`src/rtl/uart_tx_arbiter_if.sv`:
```
// ============================================================================
// Module      : uart_tx_arbiter_if
// Description : Requester-side and UART-side byte stream bundle for the
//               round-robin UART transmit arbiter.
// Revision    : 1.0 - initial release
// ============================================================================
`default_nettype none

interface uart_tx_arbiter_if #(
    parameter int P_REQ_NUM    = 4,
    parameter int P_DATA_WIDTH = 8
);
    logic [P_REQ_NUM*P_DATA_WIDTH-1:0] i_req_data;
    logic [P_REQ_NUM-1:0]              i_req_valid;
    logic [P_REQ_NUM-1:0]              i_req_last;
    logic [P_REQ_NUM-1:0]              o_req_ready;
    logic [P_REQ_NUM-1:0]              o_grant;
    logic [P_DATA_WIDTH-1:0]           o_uart_tx_data;
    logic                              o_uart_tx_valid;
    logic                              i_uart_tx_ready;
    logic                              o_busy;

    // Arbiter side
    modport slave (
        input  i_req_data, i_req_valid, i_req_last, i_uart_tx_ready,
        output o_req_ready, o_grant, o_uart_tx_data, o_uart_tx_valid, o_busy
    );

    // Requesters and UART driver side
    modport master (
        output i_req_data, i_req_valid, i_req_last, i_uart_tx_ready,
        input  o_req_ready, o_grant, o_uart_tx_data, o_uart_tx_valid, o_busy
    );
endinterface

`default_nettype wire

```
`src/rtl/uart_tx_arbiter.sv`:
```
// ============================================================================
// Module      : uart_tx_arbiter
// Description : Packet-granular round-robin arbiter sharing one UART transmit
//               byte stream between P_REQ_NUM requesters, with burst limit.
// Revision    : 1.0 - initial release
// ============================================================================
`default_nettype none

module uart_tx_arbiter #(
    parameter int P_REQ_NUM    = 4,
    parameter int P_DATA_WIDTH = 8,
    parameter int P_MAX_BURST  = 16
) (
    input  wire logic           i_clk,
    input  wire logic           i_rst,
    uart_tx_arbiter_if.slave    bus
);

    localparam int         C_IDX_W      = (P_REQ_NUM > 1) ? $clog2(P_REQ_NUM) : 1;
    localparam logic [7:0] C_BURST_LAST = 8'(P_MAX_BURST - 1);

    typedef enum logic [0:0] {
        IDLE = 1'b0,
        XFER = 1'b1
    } state_t;

    state_t               state_q,     state_d;
    logic [P_REQ_NUM-1:0] grant_q,     grant_d;
    logic [C_IDX_W-1:0]   gidx_q,      gidx_d;
    logic [C_IDX_W-1:0]   rr_ptr_q,    rr_ptr_d;
    logic [7:0]           burst_cnt_q, burst_cnt_d;

    logic                    w_found;
    logic [C_IDX_W-1:0]      w_pick;
    logic [P_REQ_NUM-1:0]    w_pick_oh;
    logic                    w_tx_valid;
    logic [P_DATA_WIDTH-1:0] w_tx_data;
    logic [P_REQ_NUM-1:0]    w_req_ready;
    logic                    w_last;
    logic                    w_beat;
    logic                    w_release;

    // Scan upward from rr_ptr+1 so the previous winner is considered last.
    always_comb begin
        logic [C_IDX_W:0] cand;
        w_found   = 1'b0;
        w_pick    = '0;
        w_pick_oh = '0;
        cand      = '0;
        for (int k = 1; k <= P_REQ_NUM; k++) begin
            cand = {1'b0, rr_ptr_q} + (C_IDX_W+1)'(k);
            if (cand >= (C_IDX_W+1)'(P_REQ_NUM)) begin
                cand = cand - (C_IDX_W+1)'(P_REQ_NUM);
            end
            for (int n = 0; n < P_REQ_NUM; n++) begin
                if (!w_found && cand == (C_IDX_W+1)'(n) && bus.i_req_valid[n]) begin
                    w_found      = 1'b1;
                    w_pick       = C_IDX_W'(n);
                    w_pick_oh[n] = 1'b1;
                end
            end
        end
    end

    // Zero-latency pass-through of the granted requester.
    always_comb begin
        w_tx_valid  = 1'b0;
        w_tx_data   = '0;
        w_req_ready = '0;
        w_last      = 1'b0;
        for (int n = 0; n < P_REQ_NUM; n++) begin
            if (state_q == XFER && gidx_q == C_IDX_W'(n)) begin
                w_tx_valid     = bus.i_req_valid[n];
                w_tx_data      = bus.i_req_data[n*P_DATA_WIDTH +: P_DATA_WIDTH];
                w_req_ready[n] = bus.i_uart_tx_ready;
                w_last         = bus.i_req_last[n];
            end
        end
    end

    assign w_beat    = w_tx_valid & bus.i_uart_tx_ready;
    assign w_release = w_beat & (w_last | (burst_cnt_q == C_BURST_LAST));

    always_comb begin
        state_d     = state_q;
        grant_d     = grant_q;
        gidx_d      = gidx_q;
        rr_ptr_d    = rr_ptr_q;
        burst_cnt_d = burst_cnt_q;
        case (state_q)
            IDLE: begin
                if (w_found) begin
                    state_d     = XFER;
                    grant_d     = w_pick_oh;
                    gidx_d      = w_pick;
                    burst_cnt_d = '0;
                end
            end
            XFER: begin
                if (w_release) begin
                    state_d     = IDLE;
                    grant_d     = '0;
                    rr_ptr_d    = gidx_q;
                    burst_cnt_d = '0;
                end else if (w_beat) begin
                    burst_cnt_d = burst_cnt_q + 8'd1;
                end
            end
            default: begin
                state_d = IDLE;
                grant_d = '0;
            end
        endcase
    end

    always_ff @(posedge i_clk) begin
        if (!i_rst) begin
            state_q     <= IDLE;
            grant_q     <= '0;
            gidx_q      <= '0;
            rr_ptr_q    <= C_IDX_W'(P_REQ_NUM - 1);
            burst_cnt_q <= '0;
        end else begin
            state_q     <= state_d;
            grant_q     <= grant_d;
            gidx_q      <= gidx_d;
            rr_ptr_q    <= rr_ptr_d;
            burst_cnt_q <= burst_cnt_d;
        end
    end

    assign bus.o_req_ready     = w_req_ready;
    assign bus.o_grant         = grant_q;
    assign bus.o_uart_tx_data  = w_tx_data;
    assign bus.o_uart_tx_valid = w_tx_valid;
    assign bus.o_busy          = (state_q == XFER);

endmodule

`default_nettype wire

```
`src/flat_wrapper.sv`:
```
// flat-port wrapper written by rule: the top's interface ports become plain ports
module uart_tx_arbiter_flat 
#(
    parameter int P_REQ_NUM    = 4,
    parameter int P_DATA_WIDTH = 8,
    parameter int P_MAX_BURST  = 16
)
  (i_clk, i_rst, bus_i_req_data, bus_i_req_valid, bus_i_req_last, bus_i_uart_tx_ready, bus_o_req_ready, bus_o_grant, bus_o_uart_tx_data, bus_o_uart_tx_valid, bus_o_busy);
  uart_tx_arbiter_if #(.P_REQ_NUM(P_REQ_NUM), .P_DATA_WIDTH(P_DATA_WIDTH)) bus_i ();
  input  wire logic i_clk;
  input  wire logic i_rst;
  input wire logic [$bits(bus_i.i_req_data)-1:0] bus_i_req_data;
  input wire logic [$bits(bus_i.i_req_valid)-1:0] bus_i_req_valid;
  input wire logic [$bits(bus_i.i_req_last)-1:0] bus_i_req_last;
  input wire logic [$bits(bus_i.i_uart_tx_ready)-1:0] bus_i_uart_tx_ready;
  output wire logic [$bits(bus_i.o_req_ready)-1:0] bus_o_req_ready;
  output wire logic [$bits(bus_i.o_grant)-1:0] bus_o_grant;
  output wire logic [$bits(bus_i.o_uart_tx_data)-1:0] bus_o_uart_tx_data;
  output wire logic [$bits(bus_i.o_uart_tx_valid)-1:0] bus_o_uart_tx_valid;
  output wire logic [$bits(bus_i.o_busy)-1:0] bus_o_busy;
  assign bus_i.i_req_data = bus_i_req_data;
  assign bus_i.i_req_valid = bus_i_req_valid;
  assign bus_i.i_req_last = bus_i_req_last;
  assign bus_i.i_uart_tx_ready = bus_i_uart_tx_ready;
  assign bus_o_req_ready = bus_i.o_req_ready;
  assign bus_o_grant = bus_i.o_grant;
  assign bus_o_uart_tx_data = bus_i.o_uart_tx_data;
  assign bus_o_uart_tx_valid = bus_i.o_uart_tx_valid;
  assign bus_o_busy = bus_i.o_busy;
  uart_tx_arbiter #(.P_REQ_NUM(P_REQ_NUM), .P_DATA_WIDTH(P_DATA_WIDTH), .P_MAX_BURST(P_MAX_BURST)) u_core (.i_clk(i_clk), .i_rst(i_rst), .bus(bus_i));
endmodule
```
`config.mk`:
```
export PLATFORM = sky130hd
export DESIGN_NAME = uart_tx_arbiter_flat
export DESIGN_NICKNAME = d
export VERILOG_FILES = /design/src/rtl/uart_tx_arbiter_if.sv /design/src/rtl/uart_tx_arbiter.sv /design/src/flat_wrapper.sv
export SDC_FILE = /design/constraint.sdc
export NUM_CORES = 1
export LEC_CHECK = 0
export BUFFER_PORTS_ARGS = -buffer_cell sky130_fd_sc_hd__buf_4
export CORE_AREA = 2 2 59 61
export CTS_BUF_LIST = sky130_fd_sc_hd__clkbuf_8 sky130_fd_sc_hd__clkbuf_16
export CTS_CLUSTER_DIAMETER = 80
export DETAILED_ROUTE_END_ITERATION = 8
export DIE_AREA = 0 0 61 63
export PLACE_DENSITY = 0.73
export SYNTH_ARGS = -nofsm -noshare
export SYNTH_HDL_FRONTEND = slang
export SYNTH_SLANG_ARGS = --single-unit
```
`constraint.sdc`:
```
create_clock -name i_clk -period 1.76 [get_ports i_clk]
set_clock_uncertainty 0.1 [all_clocks]
set_input_delay 0.264 -clock i_clk [delete_from_list [all_inputs] [get_ports i_clk]]
set_output_delay 0.264 -clock i_clk [all_outputs]
set_load 0.01 [all_outputs]
```
==> impl_metrics.toml, run 1 <==
[outcome]
failed_checks = "negative setup slack"
status = "complete, but fails checks"

[die]
start_util = 0.3879
die_w_um = 61
die_height_um = 63
ios = 61
die_area_um2 = 3843
fp-row-count = 21
core_um2 = 3232

[final_layout]
layout_common_cells = "buf_4, a21oi_1, dfxtp_1"
antenna-diode-count = 0
area_growth_pct = 58.78
final_core_util = 0.6160
mostFrequentLayoutCell = "buf_4"
final_area_um2 = 1991
nFillCells = 277
nets = 260
drive_gt1_frac = 0.5116

[synthesis]
synthesis.area_um2 = 1254
synth_area_per_cell_um2 = 9.151
synth_nets = 181
yosys.area.top_type = "dfxtp_1"
syn_inst = 137
synth.top_cell.area_share = 0.2715
ys_seq_area_frac = 0.2715
synth.area.top_cells = "dfxtp_1, mux4_2, mux4_1"
synth-edff-count = 0
ys_types = 42
ys_warn_count = 0
synth_ff_type = "dfxtp_1"
postSynth.asyncResetShare = 0
ys_ff_latch = 17

[sta]
fmax_mhz = 500.3
rsz0062_at_grt = "yes"
final-hold-violation-count = 0
setup_violations = 24
timing.hold.ws_ns = 0.1067
period_needed_ns = 1.999
slew_headroom = 0.7357
finalSetupTns_ns = -4.039
report.final.slew_viol_count = 0
tightest_slew_ns = 0.3922
fin_crit_sh = 1.136
setup_ws_ns = -0.2386

[global_route]
grt_overflow = 0
antenna_found_initial = 0
grt_max_degree = 26
grt_pass1_wl_um = 6030
grt_pass1_vias = 1461
grtUsageTotal = 0.2059

[cts]
cts_tree = "done"
cts.sinks = 17
clockBufferDepth = 2
cts_root_buffer = "clkbuf_8"
htree_levels = 1
numCtsBuffers = 3
clk_transition_reported_paths_ns = 0.07
clock_latency_ns = 0.26

[setup_path]
required_ns = 1.84
crit_path_top_delay_cell = "mux4_2"
path_delay_family = "multiplexers"
path_buf_inv = 2
endpoint_kind = "flop"
cp.arrival_ns = 2.08
cp_cell_sequence = "buf_6 -> mux4_2 -> and3_4 -> o21ai_4 -> buf_12 -> o2111ai_2 -> a31oi_1"
startpoint_type = "flop"
worstPathMaxFanout = 14
slowest_delay_ns = 0.55
crit_type = "reg -> reg"

[route]
wl_per_cell_um = 15.33
drtPass1Iterations = 4
drt-total-wl_um = 4002
drtIter0Drc = 82
vias = 1449
drc = 0
drt.antenna.violating_nets = 0
drt-vias-per-instance = 5.552

[power]
vdd_drop_max_mv = 0.3853
p_per_area_nw_per_um2 = 568.2
finalPower_mw = 1.131
p_leak_nw = 0.8584

[job]
drv_cap = 0

[placement]
place_congestion = 0.8824
hpwl_um = 2976
postPlaceCellArea_um2 = 1862
port_buffers = 60

[hold_path]
hp-class = "in -> reg"
## final cells by class
type	instances	area [um^2]	area share
Clock buffer	3	41.29	0.02074
Clock inverter	1	5.005	0.002514
Inverter	2	7.507	0.003771
Multi-Input combinational cell	110	845.8	0.4249
Sequential cell	17	346.6	0.1741
Tap cell	46	57.56	0.02891
Timing Repair Buffer	82	686.9	0.3451
## layer usage
| metal | part of all wire | track usage |
|---|---|---|
| met1 | 0.35 | 0.2168 |
| met2 | 0.54 | 0.3642 |
| met3 | 0.081 | 0.04762 |
| met4 | 0.027 | 0.1060 |
| met5 | 0 | 0 |
## registers in the layout, summed over array words and instances, names as in the netlist
signal	count
u_core.bus.o_busy	1
u_core.rr_ptr_q	2
u_core.gidx_q	2
u_core.burst_cnt_q	8
u_core.bus.o_grant	4
## through the flow
step                setup slack [ns]  instances
floorplan                   -0.02864        137
global placement            -0.06478        253
detailed placement           -0.1170        253
CTS                          -0.2113        261
global route                 -0.2856        261
finish                       -0.2386        261
## cells by family (layout without fill, tap and decap cells)
group / count (synthesis) / after routing / synth area share
buf+inv: 10 / 88 / 0.04590
compound gates: 35 / 35 / 0.1836
simple gates: 62 / 62 / 0.2815
fa+ha+maj: 1 / 1 / 0.009978
mux: 12 / 12 / 0.2076
flops: 17 / 17 / 0.2715
## synth_stat cells, types with 3 or more instances
library cell  count
a22oi_1           4
dfxtp_1          17
nand4_1           4
mux4_2            6
a21oi_1          14
nand3_1           6
clkbuf_1          5
mux4_1            4
o21ai_0           5
nor2_1           13
nor3b_1           3
and2_1           10
nand2_1           8
a31oi_1           4
## worst paths after layout
kind / depth (start not counted) / slack, ns / to / startpoint
setup reg to reg: 7 / -0.24 / u_core.burst_cnt_q[7] / u_core.gidx_q[0]
setup / recovery: 7 / -0.24 / u_core.burst_cnt_q[7] / u_core.gidx_q[0]
hold reg to reg: 2 / 0.38 / u_core.bus.o_grant[0] / u_core.bus.o_grant[0]
hold / removal: 2 / 0.11 / u_core.rr_ptr_q[0] / i_rst
## worst reg2reg max path, delay by kind of cell, from the launching register on
family	cells	cell delay [ns]
compound gates	3	0.36
buf+inv	2	0.28
flops	1	0.40
mux	1	0.55
simple gates	1	0.23
## power breakdown
group	switching, mW	internal (mW)
clock	0.133	0.157
sequential	0.0167	0.400
combinational	0.171	0.253
## timing repair
action,in CTS,in global routing
buffers inserted,3,0
resized for setup,12,9
hold buffers,0,0
endpoints found under the setup margin,23,25
pin swaps,11,0
gates cloned,1,0
No activity file was read; power rests on OpenSTA's default activity.
==> run 2: changes to the inputs <==
Settings changed: CELL_PAD_IN_SITES_DETAIL_PLACEMENT from default to 0, CELL_PAD_IN_SITES_GLOBAL_PLACEMENT from default to 1, CORE_AREA 2 2 59 61 to 2 2 69 71, DIE_AREA 0 0 61 63 to 0 0 71 73, HOLD_SLACK_MARGIN from default to 0.05, PLACE_DENSITY 0.73 to default, PLACE_DENSITY_LB_ADDON from default to 0.1.
==> run 2 against run 1 <==
  * The run still ends with negative setup slack left
  * Combinational power rose by 15%
  * Largest power group unchanged
  * First-iteration DRC count down 39%
  * Utilization shrank 14 points
  * Sequential share of layout area down 1.5 points
  * Sequential power about the same
  * Maximum frequency is 1.8% higher
==> impl_metrics.toml, run 2 (synthesis gave the netlist of run 1 again) <==
[outcome]
status = "complete, but fails checks"
failed_checks = "negative setup slack"

[global_route]
antenna_found_initial = 0
grt_overflow = 0
use_met2 = 0.2866
grtUsageTotal = 0.1666
grt_pass1_vias = 1427
grt_max_degree = 26
grt.met1_usage = 0.2124
grt_pass1_wl_um = 6920
grt-busiest-layer = "met2"
use_met3 = 0.04144

[cts]
numCtsBuffers = 3
clockBufferDepth = 2
cts_hold_buf = 0
cts_tree = "done"
clk_transition_reported_paths_ns = 0.07
cts.sinks = 17
clock_latency_ns = 0.25
htree_levels = 1
cts_root_buffer = "clkbuf_8"

[power]
swShare = 0.2965
p_clk_frac = 0.250
vdd_drop_max_mv = 0.3206
pwr-share-seq = 0.346
p_int_mw = 0.8465
p_leak_nw = 0.9243
combPwrFrac = 0.405
p_per_area_nw_per_um2 = 551.7
switchingPower_mw = 0.3567

[job]
drv_cap = 0

[final_layout]
mostFrequentLayoutCell = "buf_4"
nets = 266
seq_area_um2 = 346.6
largest_reg_flops = 8
nFillCells = 437
multi_input_area_um2 = 940.9
drive_gt1_frac = 0.6018
area_growth_pct = 73.95
top_register = "u_core.burst_cnt_q"
antenna-diode-count = 0
layout_common_cells = "buf_4, dfxtp_1, nor2_1, a21oi_1, buf_6"

[hold_path]
hp-class = "in -> reg"

[sta]
slew_headroom = 0.6843
setup_ws_ns = -0.2033
fin_crit_sh = 1.116
setup_violations = 24
rsz0062_at_grt = "yes"
fmax_mhz = 509.3
report.final.slew_viol_count = 0
tightest_slew_ns = 0.4730
period_needed_ns = 1.963
finalSetupTns_ns = -3.315
final-hold-violation-count = 0

[setup_path]
startpoint_type = "flop"
crit_path_top_delay_cell = "mux4_2"
cp_cell_sequence = "buf_6 -> mux4_2 -> and3_4 -> o21ai_4 -> buf_12 -> mux2i_1 -> nand2_1"
cp.arrival_ns = 2.01
worstPathMaxFanout = 7
crit_type = "reg -> reg"
required_ns = 1.81
slowest_delay_ns = 0.52
endpoint_kind = "flop"

[route]
drtPass1Iterations = 5
wl_per_cell_um = 15.77
drt.antenna.violating_nets = 0
drc = 0
vias = 1446
drtIter0Drc = 50
drt-total-wl_um = 4336
drt-vias-per-instance = 5.258

[die]
die_w_um = 71
die_area_um2 = 5183
core_um2 = 4536
die_height_um = 73
start_util = 0.2764
fp-row-count = 25
ios = 61

[placement]
port_buffers = 60
hpwl_um = 3127
place_congestion = 0.7917
pre_cts_ws_ns = -0.09136
-- run 2: path summary, 6_finish.rpt --
| path | from | endpoint | slack [ns] | depth (start not counted) |
|---|---|---|---|---|
| setup / recovery | u_core.gidx_q[0] | u_core.rr_ptr_q[0] | -0.20 | 7 |
| hold / removal | i_rst | u_core.rr_ptr_q[0] | 0.12 | 2 |
| setup reg to reg | u_core.gidx_q[0] | u_core.rr_ptr_q[0] | -0.20 | 7 |
| hold reg to reg | u_core.bus.o_grant[0] | u_core.bus.o_grant[0] | 0.37 | 2 |
-- run 2: power groups by stage --
| stage | Clock (mW) | Combinational (mW) | Sequential [mW] |
|---|---|---|---|
| after floorplan | 0 | 0.193 | 0.420 |
| after global placement | 0 | 0.372 | 0.421 |
| after detailed placement | 0 | 0.380 | 0.421 |
| after CTS | 0.300 | 0.456 | 0.416 |
| after global routing | 0.328 | 0.521 | 0.418 |
| final | 0.300 | 0.487 | 0.416 |
-- run 2: routing by layer --
metal / part of all wire / wire, um
met4: 0.0037 / 16
met3: 0.078 / 339
met1: 0.44 / 1887
met5: 0 / 0
met2: 0.48 / 2093
-- run 2: repair_timing --
action	CTS	global route
pin swaps	7	20
endpoints found under the setup margin	21	26
cloned	1	1
buffers inserted	3	2
resized for setup	32	19
-- run 2: area by class of cell --
class                      count  area share
tap                           54     0.03098
inverter                       2    0.003442
sequential                    17      0.1589
multi-input combinational    110      0.4314
clock inverter                 1    0.001721
timing repair buffer          88      0.3546
clock buffer                   3     0.01893
-- run 2: critical path: cells and delay by family, from the launching register on --
kind                   cells  cell delay, ns
AOI/OAI and AO/OA          1            0.09
buffers and inverters      2            0.27
DFF                        1            0.39
muxes                      2            0.71
and+or+nand+nor            2            0.30
-- run 2: metrics by stage --
step | total power [mW] | cells | hold WS [ns] | util | instance area [um^2]
6_report | 1.203 | 275 | 0.1169 | 0.4808 | 2181
2_1_floorplan | 0.6130 | 137 | 0.2329 | - | 1257
5_1_grt | 1.267 | 275 | 0.1140 | 0.4808 | 2181
3_5_place_dp | 0.8004 | 265 | 0.3618 | 0.4193 | 1902
3_3_place_gp | 0.7930 | 265 | 0.3544 | 0.4193 | 1902
4_1_cts | 1.172 | 273 | 0.1159 | 0.4560 | 2068
==> run 3: changes to the inputs <==
--- a/constraint.sdc
+++ b/constraint.sdc
@@ -4,2 +4,2 @@
 set_output_delay 0.264 -clock i_clk [all_outputs]
-set_load 0.01 [all_outputs]
+set_load 0.05 [all_outputs]
==> run 3 against run 2 <==
  * The run still ends with negative setup slack left
  * Combinational power rose by 16%
  * Sequential share of layout area increased by 0.61 points
  * Flip-flop and latch count is the same
  * First-iteration DRC count fell by 10%
  * Utilization decreased by 1.4 points
  * Global-route usage barely moved
  * Total power is 5.9% higher
  * Die area stayed put
  * Sequential power about the same
  * Critical path type is now reg -> out
  * Highest routed layer unchanged
==> impl_metrics.toml, run 3 (synthesis gave the netlist of run 1 again) <==
[outcome]
status = "complete, but fails checks"
failed_checks = "negative setup slack"

[cts]
clock_latency_ns = 0.25
cts_root_buffer = "clkbuf_8"
clockBufferDepth = 2
htree_levels = 1
cts_tree = "done"
numCtsBuffers = 3
cts.sinks = 17
clk_transition_reported_paths_ns = 0.06

[sta]
final-hold-violation-count = 0
report.final.slew_viol_count = 0
period_needed_ns = 1.949
rsz0062_at_grt = "yes"
fin_crit_sh = 1.107
slew_headroom = 0.7150
fmax_mhz = 513.1
finalSetupTns_ns = -3.014
setup_violations = 24
tightest_slew_ns = 0.4270
setup_ws_ns = -0.1890

[route]
drt-total-wl_um = 4104
drtIter0Drc = 45
drc = 0
vias = 1401
drt.antenna.violating_nets = 0
drt-vias-per-instance = 5.170
wl_per_cell_um = 15.14
drtPass1Iterations = 5

[job]
drv_cap = 0

[final_layout]
top_register = "u_core.burst_cnt_q"
layout_common_cells = "buf_4, dfxtp_1, nor2_1"
antenna-diode-count = 0
mostFrequentLayoutCell = "buf_4"
largest_reg_flops = 8
area_growth_pct = 68.76
nFillCells = 439
drive_gt1_frac = 0.5806
nets = 262
final_core_util = 0.4665

[setup_path]
endpoint_kind = "primary output"
reg2reg_slack_ns = -0.16
worstPathMaxFanout = 4
startpoint_type = "flop"
required_ns = 1.40
r2r_cells = 6
cp.arrival_ns = 1.59
crit_type = "reg -> out"

[placement]
place_congestion = 0.7508
port_buffers = 60
hpwl_um = 3090

[power]
p_per_area_nw_per_um2 = 602.2
finalPower_mw = 1.274
p_leak_nw = 0.8857
vdd_drop_max_mv = 0.3027

[global_route]
grtUsageTotal = 0.1665
grt_max_degree = 26
antenna_found_initial = 0
grt_pass1_wl_um = 6948
grt_overflow = 0
grt_pass1_vias = 1429

[die]
die_area_um2 = 5183
ios = 61
die_height_um = 73
fp-row-count = 25
start_util = 0.2764
die_w_um = 71
core_um2 = 4536

[hold_path]
hold_path_depth = 2
hp-class = "in -> reg"
[run 3: through the flow]
step	instance area, um^2	hold slack [ns]	instances	setup slack (ns)
2_1_floorplan	1306	0.2259	137	-0.07545
3_3_place_gp	1904	0.3655	261	-0.1818
3_5_place_dp	1904	0.3652	261	-0.2023
4_1_cts	2103	0.1141	271	-0.2460
5_1_grt	2116	0.1254	271	-0.2584
6_report	2116	0.1184	271	-0.1890
[run 3: worst max-delay path, cell delays in order (launching register included)]
cell,delay [ns]
dfxtp_4,0.38
buf_6,0.11
mux4_2,0.53
and2_4,0.17
buf_6,0.14
[run 3: what timing repair did]
item | in CTS | in global routing
cloned | 2 | 0
setup buffers | 5 | 1
resized for setup | 32 | 10
setup endpoints to repair | 28 | 28
hold buffers | 0 | 0
pin swaps | 16 | 9
[run 3: layer usage]
layer,share of wire,global-route usage,wire (um),up-vias
li1,-,-,-,684
met1,0.45,0.2222,1849,666
met4,0.0034,0.04612,14,0
met5,0,0,0,-
met3,0.052,0.02348,213,2
met2,0.49,0.2825,2025,49
[run 3: area by class of cell]
| class | count | area, um^2 | share of cell area |
|---|---|---|---|
| Clock buffer | 3 | 41.29 | 0.01952 |
| Clock inverter | 1 | 3.754 | 0.001774 |
| Inverter | 2 | 7.507 | 0.003548 |
| Multi-Input combinational cell | 111 | 935.9 | 0.4423 |
| Sequential cell | 17 | 349.1 | 0.1650 |
| Tap cell | 54 | 67.56 | 0.03193 |
| Timing Repair Buffer | 83 | 710.7 | 0.3359 |
[run 3: final timing paths]
kind | startpoint | to
hold reg to reg | u_core.bus.o_grant[1] | u_core.bus.o_grant[1]
hold / removal | i_rst | u_core.rr_ptr_q[0]
setup / recovery | u_core.gidx_q[0] | bus_o_uart_tx_valid
setup reg to reg | u_core.gidx_q[0] | u_core.burst_cnt_q[5]
[run 3: power breakdown]
part / leakage, nW / switching, mW / internal, mW
Sequential: 0.140 / 0.0145 / 0.399
Combinational: 0.719 / 0.282 / 0.285
Clock: 0.0269 / 0.139 / 0.155
Total: 0.886 / 0.435 / 0.839
